--- config.mk ---
export PLATFORM = sky130hd
export DESIGN_NAME = serial_subtractor
export DESIGN_NICKNAME = d
export VERILOG_FILES = /design/src/rtl/serial_subtractor_pkg.sv /design/src/rtl/full_subtractor_bit.sv /design/src/rtl/half_subtractor.sv /design/src/rtl/serial_subtractor.sv
export SDC_FILE = /design/constraint.sdc
export NUM_CORES = 1
export LEC_CHECK = 0
export BUFFER_PORTS_ARGS = -buffer_cell sky130_fd_sc_hd__buf_2
export CAP_MARGIN = 0
export CELL_PAD_IN_SITES_DETAIL_PLACEMENT = 0
export CELL_PAD_IN_SITES_GLOBAL_PLACEMENT = 1
export CORE_MARGIN = 2
export CORE_UTILIZATION = 35
export DETAILED_ROUTE_END_ITERATION = 12
export PLACE_DENSITY_LB_ADDON = 0.12
export REMOVE_ABC_BUFFERS = 1
export SLEW_MARGIN = 10
export SYNTH_ARGS = -nofsm -noshare
export SYNTH_HDL_FRONTEND = slang
export SYNTH_SLANG_ARGS = --single-unit
--- constraint.sdc ---
create_clock -name clk -period 1.6 [get_ports clk]
set_input_delay 0.08 -clock clk [delete_from_list [all_inputs] [get_ports clk]]
set_output_delay 0.08 -clock clk [all_outputs]
set_load 0.01 [all_outputs]
--- src/rtl/serial_subtractor_pkg.sv ---
// Shared definitions for the bit-serial subtractor: state encoding and width limits.
// No logic; latency and backpressure are properties of the users.
// Imported by the top level.
package serial_subtractor_pkg;

    localparam int WIDTH_MIN = 2;
    localparam int WIDTH_MAX = 32;

    typedef enum logic [1:0] {
        S_IDLE = 2'd0,
        S_RUN  = 2'd1,
        S_DONE = 2'd2
    } state_t;

    function automatic bit width_ok(input int w);
        return (w >= WIDTH_MIN) && (w <= WIDTH_MAX);
    endfunction

endpackage

--- src/rtl/full_subtractor_bit.sv ---
// One-bit full subtractor: d = x - y - bin, from two half subtractors and an OR.
// Zero latency.
// No flow control.
module full_subtractor_bit (
    input  logic x,
    input  logic y,
    input  logic bin,
    output logic d,
    output logic bout
);

    logic d1;
    logic b1;
    logic b2;

    half_subtractor u_hs0 (
        .x  (x),
        .y  (y),
        .d  (d1),
        .bo (b1)
    );

    half_subtractor u_hs1 (
        .x  (d1),
        .y  (bin),
        .d  (d),
        .bo (b2)
    );

    assign bout = b1 | b2;

endmodule

--- src/rtl/half_subtractor.sv ---
// Combinational half subtractor: d = x - y, bo set when y > x.
// Zero latency.
// No flow control.
module half_subtractor (
    input  logic x,
    input  logic y,
    output logic d,
    output logic bo
);

    assign d  = x ^ y;
    assign bo = ~x & y;

endmodule

--- src/rtl/serial_subtractor.sv ---
// Bit-serial unsigned subtractor a - b, one bit per clock, LSB first.
// Latency WIDTH+1 cycles from accepted start to the one-cycle done pulse.
// start is ignored while busy; diff/borrow hold until the next done.
module serial_subtractor
    import serial_subtractor_pkg::*;
#(
    parameter int WIDTH = 8
) (
    input  logic             clk,
    input  logic             rst,
    input  logic             start,
    input  logic [WIDTH-1:0] a,
    input  logic [WIDTH-1:0] b,
    output logic             busy,
    output logic             done,
    output logic [WIDTH-1:0] diff,
    output logic             borrow
);

    localparam int CW = (WIDTH > 1) ? $clog2(WIDTH) : 1;
    localparam logic [CW-1:0] CNT_LAST = CW'(WIDTH - 1);

    generate
        if (!width_ok(WIDTH)) begin : g_bad_width
            $error("serial_subtractor: WIDTH out of range 2..32");
        end
    endgenerate

    state_t          state;
    state_t          state_nxt;
    logic [WIDTH-1:0] sa;
    logic [WIDTH-1:0] sb;
    logic [WIDTH-1:0] sr;
    logic             bq;
    logic [CW-1:0]    cnt;
    logic             accept;
    logic             last;
    logic             d;
    logic             bout;

    full_subtractor_bit u_fsb (
        .x    (sa[0]),
        .y    (sb[0]),
        .bin  (bq),
        .d    (d),
        .bout (bout)
    );

    assign last = (cnt == CNT_LAST);

    always_comb begin
        state_nxt = state;
        accept    = 1'b0;
        case (state)
            S_IDLE, S_DONE: begin
                if (start) begin
                    accept    = 1'b1;
                    state_nxt = S_RUN;
                end else begin
                    state_nxt = S_IDLE;
                end
            end
            S_RUN: begin
                if (last) begin
                    state_nxt = S_DONE;
                end
            end
            default: state_nxt = S_IDLE;
        endcase
    end

    assign busy = (state == S_RUN);
    assign done = (state == S_DONE);

    always_ff @(posedge clk) begin
        if (rst) begin
            state  <= S_IDLE;
            sa     <= '0;
            sb     <= '0;
            sr     <= '0;
            bq     <= 1'b0;
            cnt    <= '0;
            diff   <= '0;
            borrow <= 1'b0;
        end else begin
            state <= state_nxt;
            if (accept) begin
                sa  <= a;
                sb  <= b;
                bq  <= 1'b0;
                cnt <= '0;
            end else if (state == S_RUN) begin
                sa <= {1'b0, sa[WIDTH-1:1]};
                sb <= {1'b0, sb[WIDTH-1:1]};
                sr <= {d, sr[WIDTH-1:1]};
                bq <= bout;
                // The final step publishes the result directly; cnt parks at 0 instead of wrapping.
                if (last) begin
                    cnt    <= '0;
                    diff   <= {d, sr[WIDTH-1:1]};
                    borrow <= bout;
                end else begin
                    cnt <= cnt + 1'b1;
                end
            end
        end
    end

endmodule
==> results.sh, run 1 <==
export IMPL_clkPwrFrac_pct=33.0
export IMPL_power_density_mw_per_mm2=1040
export IMPL_hp_class="primary input to flip-flop"
export IMPL_p_comb_share_pct=12.0
export IMPL_crit_path_frequent_cell="ha_1"
export IMPL_synth_cells=174
export IMPL_max_freq_mhz=698
export IMPL_place_port_buffers=29
export IMPL_whs_path_depth=3
export IMPL_grt_max_degree=36
export IMPL_core_sq_mm=0.00406
export IMPL_p_int_mw=1.38
export IMPL_num_rows=23
export IMPL_initial_core_util_pct=36.9
export IMPL_wirelength_met1_um=1460
export IMPL_worst_pin_slew_ps=411
export IMPL_p_leak_nw=0.686
export IMPL_drive_above_1_share_pct=21.2
export IMPL_worstPathCellList="ha_1 > ha_1 > or3_1 > a211oi_2"
export IMPL_cts_tree="done"
export IMPL_ios=30
export IMPL_ant_nets=0
export IMPL_seqPwrFrac_pct=55.0
export IMPL_cts_hold_buf=0
export IMPL_dpl_hpwl_um=2230
export IMPL_hold_violations=0
export IMPL_slowest_delay_ps=380
export IMPL_slew_headroom_pct=72.6
export IMPL_n_antenna_cell=0
export IMPL_synth_cell_types=26
export IMPL_rsz0062_at_grt="no"
export IMPL_cp_max_fo=6
export IMPL_clockRootBuffer="clkbuf_8"
export IMPL_maxSlewViolCount=0
export IMPL_cts_buffers=5
export IMPL_grt_first_pass_wirelength_um=5790
export IMPL_vias=1347
export IMPL_r2r_cells=4
export IMPL_cp_arrival_ps=1640
export IMPL_vias_per_cell=5.32
export IMPL_dr_wl_met3_um=152
export IMPL_power_total_mw=1.85
export IMPL_syn2layout_area_growth_pct=18.6
export IMPL_cp_end_kind="flip-flop"
export IMPL_maxCapViolCount=0
export IMPL_grt_pass1_vias=1349
export IMPL_dieArea_sq_mm=0.00482
export IMPL_crit_type="flip-flop to flip-flop"
export IMPL_finalCoreUtilization_pct=43.8
export IMPL_highest_layer="met4"
export IMPL_cpLargestDelayFamily="adder cells"
export IMPL_first_iter_violations=59
export IMPL_ctsHtreeMaxLevel=2
export IMPL_path_buf_inv=0
export IMPL_p_switching_mw=0.465
export IMPL_critPathLaunchType="flip-flop"
export IMPL_nets=225
export IMPL_grt_usage_pct=14.7
export IMPL_grt_antenna_before_repair=0
export IMPL_post_cts_buffers=0
export IMPL_crit_path_top_delay_cell="or3_1"
export IMPL_clkSlewWorstSetupHoldPaths_ps=70
export IMPL_ys_seq_area_share_pct=50.8
export IMPL_ys_seq_elements=38
export IMPL_cts_path_max_buffers=2
export IMPL_chipWidth_um=69.4
export IMPL_clock_sinks=38
export IMPL_wl_met2_um=1710
export IMPL_worstSetupPathDepth=4
export IMPL_swShare_pct=25.2
export IMPL_wirelength_um=3360
export IMPL_grt_overflow=0
export IMPL_insertion_delay_ps=280
export IMPL_drc=0
export IMPL_wire_per_inst_um=13.3
export IMPL_post_route_period_util_pct=89.6
export IMPL_rrSetupSlack_ps=170
export IMPL_status="complete, no violations"
export IMPL_drt_pass1_iterations=4
export IMPL_setup_tns_ps=0
export IMPL_syn_avg_cell_area_sq_um=8.61
export IMPL_ys_warn_count=0
export IMPL_syn_area_sq_mm=0.00150
export IMPL_worstPathRequired_ps=1810
export IMPL_fillers=419
export IMPL_min_period_ps=1430
export IMPL_setup_violations=0
export IMPL_fin_skew_ps=3.32
export IMPL_gp_congestion=0.671
export IMPL_die_height_um=69.4
export IMPL_peakVddDrop_v=0.000627
[cell usage after synthesis]
master	count	area, sq um
or3_1	1	6.26
fa_1	1	20.0
nand2_1	34	128
nand3_1	10	50.1
o21a_1	1	7.51
a21oi_1	19	95.1
nand2b_1	2	12.5
a311oi_1	7	61.3
nor2_1	8	30.0
nor2b_1	2	12.5
a2111oi_1	1	10.0
clkbuf_1	5	18.8
mux2i_1	2	20.0
o22ai_1	8	50.1
inv_4	1	6.26
nor3_1	17	85.1
nor4bb_1	1	10.0
dfxtp_1	38	761
buf_2	7	35.0
nand3b_1	1	7.51
ha_1	2	25.0
a22oi_1	1	7.51
buf_4	1	7.51
inv_1	2	7.51
a211oi_2	1	12.5
buf_6	1	11.3
[what timing repair did]
item                                    CTS  global route
gates resized for setup                   0             1
endpoints found under the setup margin    0             1
hold endpoints to repair                  0             0
[per-layer routing]
metal | track usage, % | vias up
met4 | 5.88 | 0
met1 | 17.1 | 643
li1 | - | 668
met2 | 25.6 | 31
met3 | 3.63 | 5
met5 | 0 | -
[per-stage QoR]
| step | setup slack (ps) | hold slack [ps] | area, sq um | cells |
|---|---|---|---|---|
| 2_1_floorplan | -88.0 | 149 | 1430 | 160 |
| 3_3_place_gp | 234 | 332 | 1700 | 246 |
| 3_5_place_dp | 171 | 348 | 1700 | 246 |
| 4_1_cts | 95.6 | 38.8 | 1770 | 253 |
| 5_1_grt | 30.0 | 62.4 | 1780 | 253 |
| 6_report | 167 | 43.5 | 1780 | 253 |
[tightest hold or removal path, stage by stage]
cell     delay (ps)
buf_2           100
nand2_1          50
a21oi_1          50
[cell usage in the layout, fill, tap and decap left out, drive strengths merged, types with 3 or more instances in the layout]
cell	count
nor3	17
nand3	10
nand2	34
a311oi	7
nor2	8
o22ai	8
dfxtp	38
a21oi	19
clkbuf	7
buf	36
inv	3
[final timing paths]
path	start	endpoint
max	cnt[0]	cnt[0]
min	a[7]	sa[7]
max reg2reg	cnt[0]	cnt[0]
min reg2reg	diff[1]	diff[1]
[kinds of logic (layout without fill, tap and decap cells)]
family | Yosys count | after routing | synth area share (%)
simple gates | 76 | 76 | 22.8
flops | 38 | 38 | 50.8
fa+ha+maj | 3 | 3 | 3.01
buf+inv | 17 | 46 | 5.76
compound gates | 38 | 38 | 16.3
mux | 2 | 2 | 1.34
[cell type report]
class,instances,area [sq um],share of cell area [%]
clock buffers,7,76.3,4.30
inverters,3,16.3,0.915
multi-input cells,119,651,36.6
flip-flops and latches,38,761,42.8
well taps,50,62.6,3.52
repair buffers,36,210,11.8
[sequential cells by signal, summed over array words and instances (netlist names)]
register	count
borrow	1
cnt	3
state	2
sa	8
sr	7
diff	8
sb	8
bq	1
[power by group through the flow]
stage          Combinational [mW]  Clock (mW)  Sequential (mW)
4_1_cts                     0.222       0.635             1.02
3_5_place_dp                0.222           0             1.04
3_3_place_gp                0.215           0             1.04
5_1_grt                     0.252       0.678             1.02
2_1_floorplan               0.131           0             1.03
6_report                    0.221       0.610             1.02
No activity file was read; power rests on OpenSTA's default activity.
==> inputs of run 2 (changes only) <==
Settings changed: CORE_UTILIZATION 35 to 39.
==> run 2 against run 1 <==
  * Fmax down 1.5%
  * Clock power up 23%
  * Sequential share of layout area decreased by 0.74 points
  * Hold slack worse by 15 ps
  * First-iteration DRC count rose by 17%
  * Highest routed layer unchanged
  * Core utilization grew 5.2 points
  * Combinational power is 2% higher
  * Non-clock buffer count grew 2
  * Clock skew increased by 2.6 ps
==> results.sh, run 2 (synthesized netlist as in run 1, its figures left out) <==
export IMPL_ant_nets=0
export IMPL_clockRootBuffer="clkbuf_8"
export IMPL_worst_slack_ps=145
export IMPL_maxSlewViolCount=0
export IMPL_cts_tree="done"
export IMPL_insertion_delay_ps=280
export IMPL_max_freq_mhz=687
export IMPL_r2r_cells=4
export IMPL_ctsHtreeMaxLevel=2
export IMPL_cts_hold_buf=0
export IMPL_fin_skew_ps=5.94
export IMPL_worst_pin_slew_ps=691
export IMPL_place_port_buffers=29
export IMPL_worstPathRequired_ps=1800
export IMPL_critPathLaunchType="flip-flop"
export IMPL_initial_core_util_pct=40.6
export IMPL_register_area_sq_um=761
export IMPL_dpl_hpwl_um=2100
export IMPL_vias_per_cell=5.10
export IMPL_hold_violations=0
export IMPL_fillers=374
export IMPL_wirelength_um=3130
export IMPL_min_period_ps=1460
export IMPL_setup_violations=0
export IMPL_placed_cells=245
export IMPL_met1_usage_pct=19.6
export IMPL_syn2layout_area_growth_pct=20.7
export IMPL_grt_first_pass_wirelength_um=5360
export IMPL_cts_path_max_buffers=2
export IMPL_grt_usage_pct=16.1
export IMPL_grt_overflow=0
export IMPL_cts_resized=0
export IMPL_num_rows=22
export IMPL_multi_input_area_sq_um=651
export IMPL_power_total_mw=1.99
export IMPL_gp_congestion=0.715
export IMPL_cts_buffers=5
export IMPL_drc=0
export IMPL_rsz0062_at_grt="no"
export IMPL_peakVddDrop_v=0.000519
export IMPL_ios=30
export IMPL_drive_above_1_share_pct=23.3
export IMPL_clkSlewWorstSetupHoldPaths_ps=70
export IMPL_clock_sinks=38
export IMPL_place_ws_ps=138
export IMPL_setup_tns_ps=0
export IMPL_layoutNonFillerInstCount=254
export IMPL_slew_headroom_pct=53.9
export IMPL_met3_usage_pct=4.77
export IMPL_cp_end_kind="flip-flop"
export IMPL_core_sq_mm=0.00369
export IMPL_power_density_mw_per_mm2=1100
export IMPL_post_route_period_util_pct=91.0
export IMPL_reg_top3="diff (8), sa (8), sb (8)"
export IMPL_hp_class="primary input to flip-flop"
export IMPL_grt_pass1_vias=1205
export IMPL_n_antenna_cell=0
export IMPL_drt_pass1_iterations=4
export IMPL_nets=227
export IMPL_die_height_um=66.0
export IMPL_wire_per_inst_um=12.3
export IMPL_busiest_layer="met2"
export IMPL_finish_instance_area_sq_mm=0.00181
export IMPL_vias=1295
export IMPL_dieArea_sq_mm=0.00435
export IMPL_whs_path_depth=3
export IMPL_p_leak_nw=0.710
export IMPL_grt_antenna_before_repair=0
export IMPL_final_common_cell="dfxtp_1"
export IMPL_maxCapViolCount=0
export IMPL_status="complete, no violations"
export IMPL_crit_type="flip-flop to flip-flop"
export IMPL_chipWidth_um=66.0
export IMPL_layout_common_cells="dfxtp_1 (38), nand2_1 (34), buf_2 (29)"
export IMPL_first_iter_violations=69
export IMPL_cp_max_fo=7
export IMPL_post_dp_cell_area_sq_mm=0.00169
export IMPL_cp_arrival_ps=1660
export IMPL_gr_usage_met2_pct=25.9
export IMPL_grt_max_degree=39
==> run 2: changes by cell type in the layout (fill, tap and decap cells not counted) <==
cell      previous run  this run
inv_4                0         1
inv_6                1         0
buf_12               1         0
buf_4                6         9
clkbuf_8             5         8
clkbuf_1             2         0
==> run 2: worst paths after layout <==
path	endpoint	slack [ps]	from
worst max-delay path	cnt[0]	140	cnt[0]
worst min-delay path	sa[7]	30	a[7]
worst max register to register	cnt[0]	140	cnt[0]
worst min register to register	diff[4]	450	diff[4]
==> run 2: metrics by stage <==
step,util (%),hold WS [ps]
2_1_floorplan,-,149
3_3_place_gp,45.8,331
3_5_place_dp,45.8,331
4_1_cts,48.8,22.8
5_1_grt,49.0,55.8
6_report,49.0,28.7
==> run 2: critical path: stages, from the launching register on <==
cell and delay [ps]:
dfxtp_1 330, ha_1 210, ha_1 260, or3_1 380, a211oi_2 200
==> run 2: power by group <==
group          internal [mW]  switching, mW  total (mW)
sequential             0.992         0.0231        1.01
combinational         0.0939          0.131       0.225
clock                  0.435          0.313       0.748
==> run 2: per-layer routing <==
metal  share of wire, %  vias to the layer above
met2                 48                       23
met1                 45                      593
met3                4.6                        5
li1                   -                      674
met5                  0                        -
met4                1.7                        0
==> run 2: repair_timing <==
action	4_1_cts	5_1_grt
setup buffers	0	1
setup endpoints to repair	0	8
endpoints found under the hold margin	0	0
==> run 2: cell type report <==
| type | count | share of cell area (%) |
|---|---|---|
| multi-input cells | 119 | 36.0 |
| well taps | 48 | 3.32 |
| repair buffers | 38 | 11.8 |
| inverters | 3 | 0.761 |
| clock buffers | 8 | 6.09 |
| flip-flops and latches | 38 | 42.1 |
==> inputs of run 3 (changes only) <==
Settings changed: CORE_UTILIZATION 39 to 41, CTS_BUF_LIST set to sky130_fd_sc_hd__clkbuf_4.
==> run 3 against run 2 <==
  * Via count increased by 1.8%
  * Critical path depth decreased by 1
  * Largest power group unchanged
  * Die area decreased by 4.6%
  * Critical endpoint is now busy
  * Sequential power about the same
  * Combinational power decreased by 6%
  * Total power decreased by 14%
==> results.sh, run 3 (synthesized netlist as in run 1, its figures left out) <==
export IMPL_worst_pin_slew_ps=671
export IMPL_syn2layout_area_growth_pct=15.5
export IMPL_setup_violations=0
export IMPL_p_leak_nw=0.670
export IMPL_drc=0
export IMPL_grt_first_pass_wirelength_um=5250
export IMPL_hold_ws_ps=11.6
export IMPL_cp_max_fo=35
export IMPL_maxSlewViolCount=0
export IMPL_clkSlewWorstSetupHoldPaths_ps=100
export IMPL_crit_type="flip-flop to primary output"
export IMPL_ant_nets=0
export IMPL_crit_path_top_delay_cell="dfxtp_1"
export IMPL_max_freq_mhz=676
export IMPL_n_antenna_cell=0
export IMPL_clock_sinks=38
export IMPL_slowest_delay_ps=420
export IMPL_cts_path_max_buffers=2
export IMPL_grt_usage_pct=16.2
export IMPL_vias=1318
export IMPL_maxCapViolCount=0
export IMPL_chipWidth_um=64.4
export IMPL_place_port_buffers=29
export IMPL_worst_slack_ps=122
export IMPL_fin_skew_ps=8.92
export IMPL_num_rows=21
export IMPL_grt_max_degree=39
export IMPL_hold_violations=0
export IMPL_clkPwrFrac_pct=28.4
export IMPL_p_comb_share_pct=12.4
export IMPL_insertion_delay_ps=340
export IMPL_worstPathRequired_ps=1520
export IMPL_p_int_mw=1.28
export IMPL_wire_per_inst_um=12.3
export IMPL_status="complete, no violations"
export IMPL_cpLargestDelayFamily="buffers and inverters"
export IMPL_grt_overflow=0
export IMPL_first_iter_violations=61
export IMPL_power_density_mw_per_mm2=993
export IMPL_cts_buffers=5
export IMPL_min_period_ps=1480
export IMPL_vias_per_cell=5.31
export IMPL_dieArea_sq_mm=0.00415
export IMPL_post_cts_buffers=0
export IMPL_seqPwrFrac_pct=59.2
export IMPL_drt_pass1_iterations=4
export IMPL_ios=30
export IMPL_worstPathCellList="nand2b_1 > inv_6 > buf_2"
export IMPL_grt_pass1_vias=1233
export IMPL_layout_common_cells="dfxtp_1 (38), nand2_1 (34), buf_2 (29)"
export IMPL_clockRootBuffer="clkbuf_4"
export IMPL_initial_core_util_pct=43.8
export IMPL_core_sq_mm=0.00342
export IMPL_cp_arrival_ps=1400
export IMPL_path_buf_inv=2
export IMPL_p_switching_mw=0.441
export IMPL_post_route_period_util_pct=92.4
export IMPL_cts_tree="done"
export IMPL_critPathLaunchType="flip-flop"
export IMPL_reg_top3="diff (8), sa (8), sb (8)"
export IMPL_peakVddDrop_v=0.000442
export IMPL_setup_tns_ps=0
export IMPL_hp_class="primary input to flip-flop"
export IMPL_drive_above_1_share_pct=21.3
export IMPL_wirelength_um=3050
export IMPL_rsz0062_at_grt="no"
export IMPL_place_ws_ps=169
export IMPL_gp_congestion=0.719
export IMPL_dpl_hpwl_um=1990
export IMPL_grt_antenna_before_repair=0
export IMPL_swShare_pct=25.6
export IMPL_die_height_um=64.4
export IMPL_nets=224
export IMPL_final_common_cell="dfxtp_1"
export IMPL_cp_end_kind="primary output"
export IMPL_slew_headroom_pct=55.3
export IMPL_ctsHtreeMaxLevel=2
[run 3: cell types whose count changed in the layout (fill, tap and decap cells not counted)]
cell           before  now
clkbuf_4            0    7
inv_4               1    0
inv_6               0    1
buf_4               9    5
clkbuf_8            8    0
dlygate4sd3_1       0    1
[run 3: cell type report]
class                   count  area (sq um)
inverters                   3          16.3
clock buffers               7          52.6
repair buffers             35           193
flip-flops and latches     38           761
well taps                  46          57.6
multi-input cells         119           651
fillers                   356          1690
[run 3: worst paths after layout]
check,start,end,slack [ps],depth (start not counted)
worst max-delay path,state[0],busy,120,3
worst min-delay path,a[5],sa[5],10,3
worst max register to register,cnt[0],cnt[0],170,4
worst min register to register,diff[2],diff[2],460,2
[run 3: worst register-to-register path, stage by stage, from the launching register on]
cell	delay (ps)
dfxtp_1	340
ha_1	200
ha_1	230
or3_1	370
a211oi_2	220
[run 3: power by group through the flow]
| stage | Sequential [mW] | Combinational, mW | Clock [mW] |
|---|---|---|---|
| 3_5_place_dp | 1.04 | 0.212 | 0 |
| 5_1_grt | 1.02 | 0.237 | 0.551 |
| 2_1_floorplan | 1.03 | 0.131 | 0 |
| 4_1_cts | 1.02 | 0.214 | 0.504 |
| 3_3_place_gp | 1.04 | 0.207 | 0 |
| 6_report | 1.02 | 0.212 | 0.489 |
[run 3: stage by stage]
| stage | std cells | util (%) | instance area, sq um | power (mW) |
|---|---|---|---|---|
| 6_report | 248 | 50.7 | 1730 | 1.72 |
| 5_1_grt | 248 | 50.7 | 1730 | 1.81 |
| 4_1_cts | 248 | 50.6 | 1730 | 1.74 |
| 3_5_place_dp | 240 | 48.8 | 1670 | 1.25 |
| 3_3_place_gp | 240 | 48.8 | 1670 | 1.24 |
| 2_1_floorplan | 160 | - | 1430 | 1.16 |
[run 3: what timing repair did]
item | 4_1_cts | 5_1_grt
hold buffers | 1 | 0
setup endpoints to repair | 0 | 1
hold endpoints to repair | 1 | 0
resized for setup | 0 | 1
[run 3: layer usage]
layer / vias up / share of wire, % / track usage, %
li1: 668 / - / -
met1: 606 / 44 / 17.9
met2: 32 / 47 / 27.7
met3: 12 / 5.3 / 4.51
met4: 0 / 3.6 / 9.84
met5: - / 0 / 0
